===== src/rtl/audio_pkg.sv =====
// rtl/audio_pkg.sv - shared audio sample types and I2S frame constants
// Contents:
//   sample_t        signed 16-bit PCM sample
//   stereo_t        packed {l, r} sample pair
//   I2S_FRAME_CLKS  master clocks per 48 kHz frame
//   I2S_SLOT_BITS   bit clocks per channel slot
package audio_pkg;

  typedef logic signed [15:0] sample_t;

  typedef struct packed {
    sample_t l;
    sample_t r;
  } stereo_t;

  localparam int I2S_FRAME_CLKS = 256;
  localparam int I2S_SLOT_BITS  = 32;

endpackage


===== src/rtl/i2s_bit_timer.sv =====
// rtl/i2s_bit_timer.sv - frame counter and registered I2S bit/word clocks
// Ports:
//   clk, reset_n   audio master clock, async active-low reset
//   sclk           registered bit clock (low first half of each bit period)
//   lrck           registered word select (0 left, 1 right)
//   slot           current slot index decoded from the counter (unregistered)
//   bit_pos        current position within the slot (unregistered)
//   shift_en       first clk of a bit period, i.e. the cycle that produces sclk fall
//   frame_load     last clk of the frame
module i2s_bit_timer #(
  parameter int SCLK_DIV  = 4,
  parameter int SLOT_BITS = 32,
  localparam int FRAME    = 2 * SLOT_BITS * SCLK_DIV,
  localparam int CW       = $clog2(FRAME),
  localparam int BW       = $clog2(SLOT_BITS)
) (
  input  logic          clk,
  input  logic          reset_n,
  output logic          sclk,
  output logic          lrck,
  output logic          slot,
  output logic [BW-1:0] bit_pos,
  output logic          shift_en,
  output logic          frame_load
);

  logic [CW-1:0] cnt;
  int            c_i;
  int            phase_i;
  int            period_i;
  int            pos_i;

  always_comb begin
    c_i      = int'(cnt);
    phase_i  = c_i % SCLK_DIV;
    period_i = c_i / SCLK_DIV;
    pos_i    = period_i % SLOT_BITS;
  end

  assign slot       = (period_i >= SLOT_BITS);
  assign bit_pos    = BW'(pos_i);
  assign shift_en   = (phase_i == 0);
  assign frame_load = (c_i == FRAME - 1);

  // sclk/lrck are registered from the current count so they lag it by one
  // clk, matching the dac register in the parent.
  always_ff @(posedge clk or negedge reset_n) begin
    if (!reset_n) begin
      cnt  <= '0;
      sclk <= 1'b0;
      lrck <= 1'b0;
    end else begin
      cnt  <= frame_load ? '0 : cnt + CW'(1);
      sclk <= (phase_i >= SCLK_DIV / 2);
      lrck <= slot;
    end
  end

endmodule


===== src/rtl/pocket_i2s_tx.sv =====
// rtl/pocket_i2s_tx.sv - I2S transmitter with one-deep sample holding register
// Optional build macro: I2S_UNDERRUN_MUTE_EN (underrun frames play silence
// instead of repeating the previous pair).
// Ports:
//   clk, reset_n          12.288 MHz audio master clock, async active-low reset
//   sample_l, sample_r    signed PCM pair from the sound path
//   sample_valid          producer presents a pair
//   sample_ready          holding register empty
//   i2s_sclk, i2s_lrck    bit clock and word select
//   i2s_dac               serial data, MSB first with one-bit I2S delay
//   underrun_count        saturating count of frames started with no pair held
module pocket_i2s_tx
  import audio_pkg::*;
#(
  parameter int SAMPLE_WIDTH = $bits(sample_t),
  parameter int SCLK_DIV     = I2S_FRAME_CLKS / (2 * I2S_SLOT_BITS),
  parameter int SLOT_BITS    = I2S_SLOT_BITS
) (
  input  logic                           clk,
  input  logic                           reset_n,
  input  logic signed [SAMPLE_WIDTH-1:0] sample_l,
  input  logic signed [SAMPLE_WIDTH-1:0] sample_r,
  input  logic                           sample_valid,
  output logic                           sample_ready,
  output logic                           i2s_sclk,
  output logic                           i2s_lrck,
  output logic                           i2s_dac,
  output logic [15:0]                    underrun_count
);

  localparam int SW = SAMPLE_WIDTH;
  localparam int BW = $clog2(SLOT_BITS);
  localparam int IW = (SW > 1) ? $clog2(SW) : 1;

  logic          slot;
  logic [BW-1:0] bit_pos;
  logic          shift_en;
  logic          frame_load;

  logic [2*SW-1:0] holding;
  logic [2*SW-1:0] frame;
  logic            full;
  logic            accept;

  logic [SW-1:0] slot_sample;
  logic [IW-1:0] bit_idx;
  logic          dac_next;
  int            pos_i;

  i2s_bit_timer #(
    .SCLK_DIV  (SCLK_DIV),
    .SLOT_BITS (SLOT_BITS)
  ) u_timer (
    .clk        (clk),
    .reset_n    (reset_n),
    .sclk       (i2s_sclk),
    .lrck       (i2s_lrck),
    .slot       (slot),
    .bit_pos    (bit_pos),
    .shift_en   (shift_en),
    .frame_load (frame_load)
  );

  assign sample_ready = ~full;
  assign accept       = sample_valid && !full;

  // Slot bit 0 is the I2S one-bit delay; sample occupies bits 1..SW MSB first.
  always_comb begin
    slot_sample = slot ? frame[SW-1:0] : frame[2*SW-1:SW];
    pos_i       = int'(bit_pos);
    bit_idx     = '0;
    dac_next    = 1'b0;
    if (pos_i >= 1 && pos_i <= SW) begin
      bit_idx  = IW'(SW - pos_i);
      dac_next = slot_sample[bit_idx];
    end
  end

  // Accept and a full-frame load never collide: accept needs full==0 while
  // draining the holding register needs full==1. A pair accepted on the load
  // cycle itself stays in holding and that frame is an underrun.
  always_ff @(posedge clk or negedge reset_n) begin
    if (!reset_n) begin
      holding        <= '0;
      frame          <= '0;
      full           <= 1'b0;
      underrun_count <= '0;
      i2s_dac        <= 1'b0;
    end else begin
      if (accept) begin
        holding <= {sample_l, sample_r};
        full    <= 1'b1;
      end
      if (frame_load) begin
        if (full) begin
          frame <= holding;
          full  <= 1'b0;
        end else begin
          if (underrun_count != 16'hFFFF) begin
            underrun_count <= underrun_count + 16'd1;
          end
`ifdef I2S_UNDERRUN_MUTE_EN
          frame <= '0;
`else
          frame <= frame;
`endif
        end
      end
      if (shift_en) begin
        i2s_dac <= dac_next;
      end
    end
  end

endmodule


===== config.mk =====
export PLATFORM = sky130hd
export DESIGN_NAME = pocket_i2s_tx
export DESIGN_NICKNAME = d
export VERILOG_FILES = /design/src/rtl/audio_pkg.sv /design/src/rtl/i2s_bit_timer.sv /design/src/rtl/pocket_i2s_tx.sv
export SDC_FILE = /design/constraint.sdc
export NUM_CORES = 1
export LEC_CHECK = 0
export BUFFER_PORTS_ARGS = -buffer_cell sky130_fd_sc_hd__buf_2
export CAP_MARGIN = 20
export CORE_ASPECT_RATIO = 2
export CORE_MARGIN = 4
export CORE_UTILIZATION = 58
export DETAILED_ROUTE_END_ITERATION = 6
export GPL_TIMING_DRIVEN = 0
export PLACE_DENSITY_LB_ADDON = 0.05
export SLEW_MARGIN = 30
export SYNTH_ARGS = -nofsm -noshare
export SYNTH_HDL_FRONTEND = slang
export SYNTH_SLANG_ARGS = --single-unit

===== constraint.sdc =====
create_clock -name clk -period 5.8 [get_ports clk]
set_input_delay 0.87 -clock clk [delete_from_list [all_inputs] [get_ports clk]]
set_output_delay 0.87 -clock clk [all_outputs]
set_load 0.005 [all_outputs]

### Yosys cells after proc, flatten, opt, wreduce, memory -nomap -nowiden

Index checks and enable logic that the tools add are counted.

* register bits after elaboration: 92
* bits in latches: 0
* RAM bits: 0
* bits in read-only memories: 0
* bits of input ports: 35
* output and inout port bits: 20
* word-level logic and storage cells: 33
* memories: 0

* add/subtract/negate cells: 3
* multiply operators: 0
* div/mod/pow operators: 0
* magnitude comparators: 5
* equal/unequal tests: 2
* shift-type cells: 0
* multiplexer cells: 8
* bitwise gates (word level): 1
* reduce and logical (&&, ||, !) cells: 6

Operators with widths (count)
* 32-bit zero test: 1
* 16-bit by 1-bit adder with 16-bit output, second input constant: 1
* 16-bit 2-to-1 mux: 1
* 16-bit inequality test, second input constant: 1
* 8-bit by 1-bit adder with 8-bit output, second input constant: 1
* 8-bit by 1-bit equality test with 1-bit output, second input constant: 1
* 8-bit 2-to-1 mux: 1
* 6-bit greater-or-equal comparator, second input constant: 1
* 5-bit by 1-bit greater-or-equal comparator with 1-bit output, second input constant: 1
* 5-bit less-or-equal comparator, second input constant: 1
* 4-bit by 5-bit less-than comparator with 1-bit output, second input constant: 1
* 1-bit 2-to-1 mux: 5
* 1-bit binary-select mux with 4-bit select: 1
* 1-bit by 4-bit subtractor with 4-bit output, first input constant: 1
* 3-bit AND reduction: 1
* 2-bit greater-or-equal comparator, second input constant: 1
* 1-bit logical AND: 2
* 2-bit AND reduction: 1
* 1-bit zero test: 1
* 1-bit inverter: 1

### Logic depth before layout (Yosys ltp)

* depth in word-level cells: 5
* gate-level depth with buffers: 7
* gate-level depth less buffers: 6

### Cells and area by module

A second synthesis with hierarchy kept.

* cell total of the unflattened synthesis: 298
* area total of the unflattened synthesis: 4126.5 µm²

Modules (own cells, without submodules)
* pocket_i2s_tx: instances 1, cells an instance 251, area each 3639.7 µm², sequential area each 2052.0 µm²
* i2s_bit_timer: instances 1, cells an instance 47, area each 486.7 µm², sequential area each 250.2 µm²

### Worst setup path after synthesis

Ideal clock, no wire load.

* kind: in2reg
* start: input port sample_valid
* end: register holding[10]
* setup time: 125 ps
* arrival time: 1867 ps
* required time: 5675 ps
* slack: 3808 ps
* stages on the path: 4
* path buffers: 2
* path through: nor2b_1 -> clkbuf_1 -> buf_1 -> mux2_2

* longest elaborated chain between the ends: 1

Ends and longest elaborated chain
* start, declared: line pocket_i2s_tx.sv:23 `input logic sample_valid,`
* 1-bit logical AND: line pocket_i2s_tx.sv:65 `assign accept = sample_valid && !full;`
* end signal, assigned: line pocket_i2s_tx.sv:91 `holding <= {sample_l, sample_r};`
* end, declared: line pocket_i2s_tx.sv:40 `logic [2*SW-1:0] holding;`

Every way passes these cells.
A chain may end at the register's enable or synchronous reset.

### Worst setup path in the final report

* start: register u_timer.cnt[3]
* end: register frame[26]

* longest elaborated chain between the ends: 2

Ends and longest elaborated chain
* start, declared: line i2s_bit_timer.sv:27 `logic [CW-1:0] cnt;`
* start signal, assigned: line i2s_bit_timer.sv:53 `cnt <= frame_load ? '0 : cnt + CW'(1);`
* 8-bit by 1-bit equality test with 1-bit output: line i2s_bit_timer.sv:43 `assign frame_load = (c_i == FRAME - 1);`
* 2-bit AND reduction (no source line)
* end signal, assigned: line pocket_i2s_tx.sv:96 `frame <= holding;`
* end signal, assigned: line pocket_i2s_tx.sv:105 `frame <= frame;`
* end, declared: line pocket_i2s_tx.sv:41 `logic [2*SW-1:0] frame;`

Every way passes these cells.

==> flow_summary.ini <==
[power]
p_comb_share_pct = 4.0
leakagePower_nw = 2.32
ir_drop_uv = 240
powerDensity_mw_per_mm2 = 269
pwr-share-seq_pct = 52.7
intPower_w = 0.00103
netSwitchingPower_w = 0.000270
clockPowerShare_pct = 43.3
netSwitchingFraction_pct = 20.7

[grt]
grt_util_met2_pct = 38.5
met1_usage_pct = 22.7
grt_usage_pct = 21.5
busiest_layer = met2
grt_overflow_total = 0
grt_pass1_wl_mm = 13.4
antenna_found_initial = 0
first_global_vias = 2755
grt_max_degree = 71
grt_util_met3_pct = 4.93

[yosys]
ys_warn_count = 0
ys_seq_elements = 92
synth_flop_cell = dfrtp_1
async_flop_share_pct = 100
synth_cell_type_count = 47
syn_area_sq_mm = 0.00413
synth_cells = 295
yosysSeqAreaShare_pct = 55.7
synthesis.nets = 337
synth_edf_count = 0
synth_area_per_cell_sq_um = 14.0

[floorplanning]
io_pins = 55
dieArea_sq_mm = 0.00862
coreArea_sq_mm = 0.00694
start_util_pct = 59.5
num_rows = 43
die_y_um = 127
fp.dieW_um = 67.7

[final_layout]
drive_gt1_share_pct = 42.5
final_common_cell = dfrtp_1
area_growth_syn_to_layout_pct = 16.9
num-fill-cells = 515
diodes = 0
fin_nets = 403
layout_common_cells = dfrtp_1 (92), mux2_2 (64), buf_2 (59)
stdcell_area_sq_mm = 0.00483

[timing]
period_minus_slack_ns = 2.14
whs_ns = 0.373
rsz0062_at_grt = no
max_slew_margin_pct = 52.0
skew_ns = 0.00614
finalSetupViolations = 0
drv_slew = 0
timing.setup.tns_ns = 0
fmax_mhz = 468
tightest_slew_ns = 0.715
hold_violations = 0
period_share_pct = 36.9

[worst_setup_path]
r2r_start = u_timer.cnt[3]
worstSetupPathType = reg -> reg
crit_buf_inv = 1
crit_family = simple AND/OR/NAND/NOR gates
r2r_cells = 6
cp.depth = 6
r2r_slack_ns = 3.66
start_kind = flip-flop
critPathSlowestCell = dfrtp_1
critPathLaunch = u_timer.cnt[3]
crit_chain = ha_1, nand3_1, nor2_1, nand2_1, buf_2, mux2_2
timing.rr.end = frame[26]
cp.required_ns = 6.02
crit_arrival_ns = 2.36
cpPeakStageDelay_ns = 0.46
cp_max_fo = 10
endpoint_kind = flip-flop
cp-endpoint = frame[26]

[clock_network]
cts.sinks = 92
cts.path.max_buffers = 2
clk_pin_slew_ns = 0.06
cts_hold_buffers = 0
cts_resized = 0
post_cts_buffers = 0
clk_latency_ns = 0.34
clockRootBuffer = clkbuf_16
tritoncts = yes
cts_buffers = 9
cts_max_level = 3

[route]
wirelength_mm = 8.21
via_per_inst = 5.59
dr_total_vias = 2544
firstDrtPassIters = 4
drt_iter0_markers = 122
routedWlPerCell_um = 18.0
antenna_left = 0
drcViolationCount = 0

[run_status]
status = completed

[run]
drv_cap = 0

[placement]
place_hpwl_mm = 5.96
dpl_cell_area_sq_mm = 0.00455
port_buffers = 54
gp_congestion = 0.770

[worst_hold_path]
hold_path_class = in -> async
==> Yosys cell counts (2+ instances only) <==
cell / count / area [sq um]
inv_1: 7 / 26.3
buf_1: 3 / 11.3
mux4_2: 4 / 90.1
nor4_1: 3 / 18.8
nor2b_1: 2 / 12.5
o31ai_1: 2 / 15.0
or4_1: 2 / 15.0
a211oi_1: 2 / 15.0
ha_1: 7 / 87.6
dfrtp_1: 92 / 2300
a31oi_1: 2 / 12.5
xnor2_1: 7 / 61.3
nor3_1: 2 / 10.0
clkbuf_1: 2 / 7.51
buf_2: 6 / 30.0
mux2_1: 2 / 22.5
and3_1: 6 / 37.5
mux2i_1: 16 / 160
mux2_2: 64 / 721
o211ai_1: 3 / 22.5
xor2_1: 12 / 105
nor2_1: 7 / 26.3
a2111oi_2: 2 / 30.0
nand2_1: 10 / 37.5
nand3_1: 8 / 40.0
==> registers in the layout, indices dropped and copies added, names as in the netlist <==
name / count
u_timer.lrck: 1
i2s_dac: 1
u_timer.cnt: 8
frame: 32
holding: 32
underrun_count: 16
full: 1
u_timer.sclk: 1
==> kinds of logic (layout without fill, tap and decap cells) <==
group,Yosys count,count (layout),share of synthesized area [%]
buffers and inverters,20,90,2.27
AND/OR/NAND/NOR,50,50,7.66
XOR/XNOR,19,19,4.03
AO/OA/AOI/OAI,21,21,4.15
adder cells (fa/ha/maj),7,7,2.12
multiplexers,86,86,24.0
flip-flops,92,92,55.7
==> worst reg2reg max path, cell delays in order (launching register included) <==
cell and delay (ns):
dfrtp_1 0.46, ha_1 0.22, nand3_1 0.14, nor2_1 0.36
nand2_1 0.25, buf_2 0.28, mux2_2 0.30
==> power by group through the flow <==
stage / combinational (W) / clock [W] / sequential [W]
after floorplan: 0.0000250 / 0 / 0.000692
after global placement: 0.0000491 / 0 / 0.000697
after detailed placement: 0.0000542 / 0 / 0.000698
after CTS: 0.0000544 / 0.000573 / 0.000686
after global routing: 0.0000598 / 0.000603 / 0.000689
final: 0.0000525 / 0.000563 / 0.000686
==> how the worst min path moves through the flow <==
stage / from / to / slack (ns)
floorplan: u_timer.cnt[0] / u_timer.cnt[0] / 0.45
global placement: u_timer.cnt[0] / u_timer.cnt[0] / 0.46
detailed placement: holding[6] / holding[6] / 0.48
CTS: reset_n / holding[19] / 0.37
global route: reset_n / holding[19] / 0.38
finish: reset_n / underrun_count[3] / 0.37
==> per-layer routing <==
| metal | up-vias | part of all wire, % |
|---|---|---|
| met4 | 0 | 3.1 |
| met2 | 53 | 57 |
| li1 | 1193 | - |
| met5 | - | 0 |
| met1 | 1281 | 36 |
| met3 | 17 | 3.3 |
==> cell type report <==
type	count	area, sq um	area share, %
timing repair buffer	55	304	6.29
sequential	92	2300	47.7
clock buffer	10	229	4.74
buffer	13	67.6	1.40
inverter	7	26.3	0.544
clock inverter	5	53.8	1.11
tap	90	113	2.33
multi-input combinational	183	1740	35.9
==> stage by stage <==
stage,std cells,utilization (%),setup slack [ns],power [W]
floorplan,295,-,3.81,0.000717
global placement,439,65.0,3.03,0.000746
detailed placement,440,65.5,3.40,0.000752
CTS,455,69.6,3.64,0.00131
global route,455,69.6,3.49,0.00135
finish,455,69.6,3.66,0.00130
No activity file was read; power rests on OpenSTA's default activity.
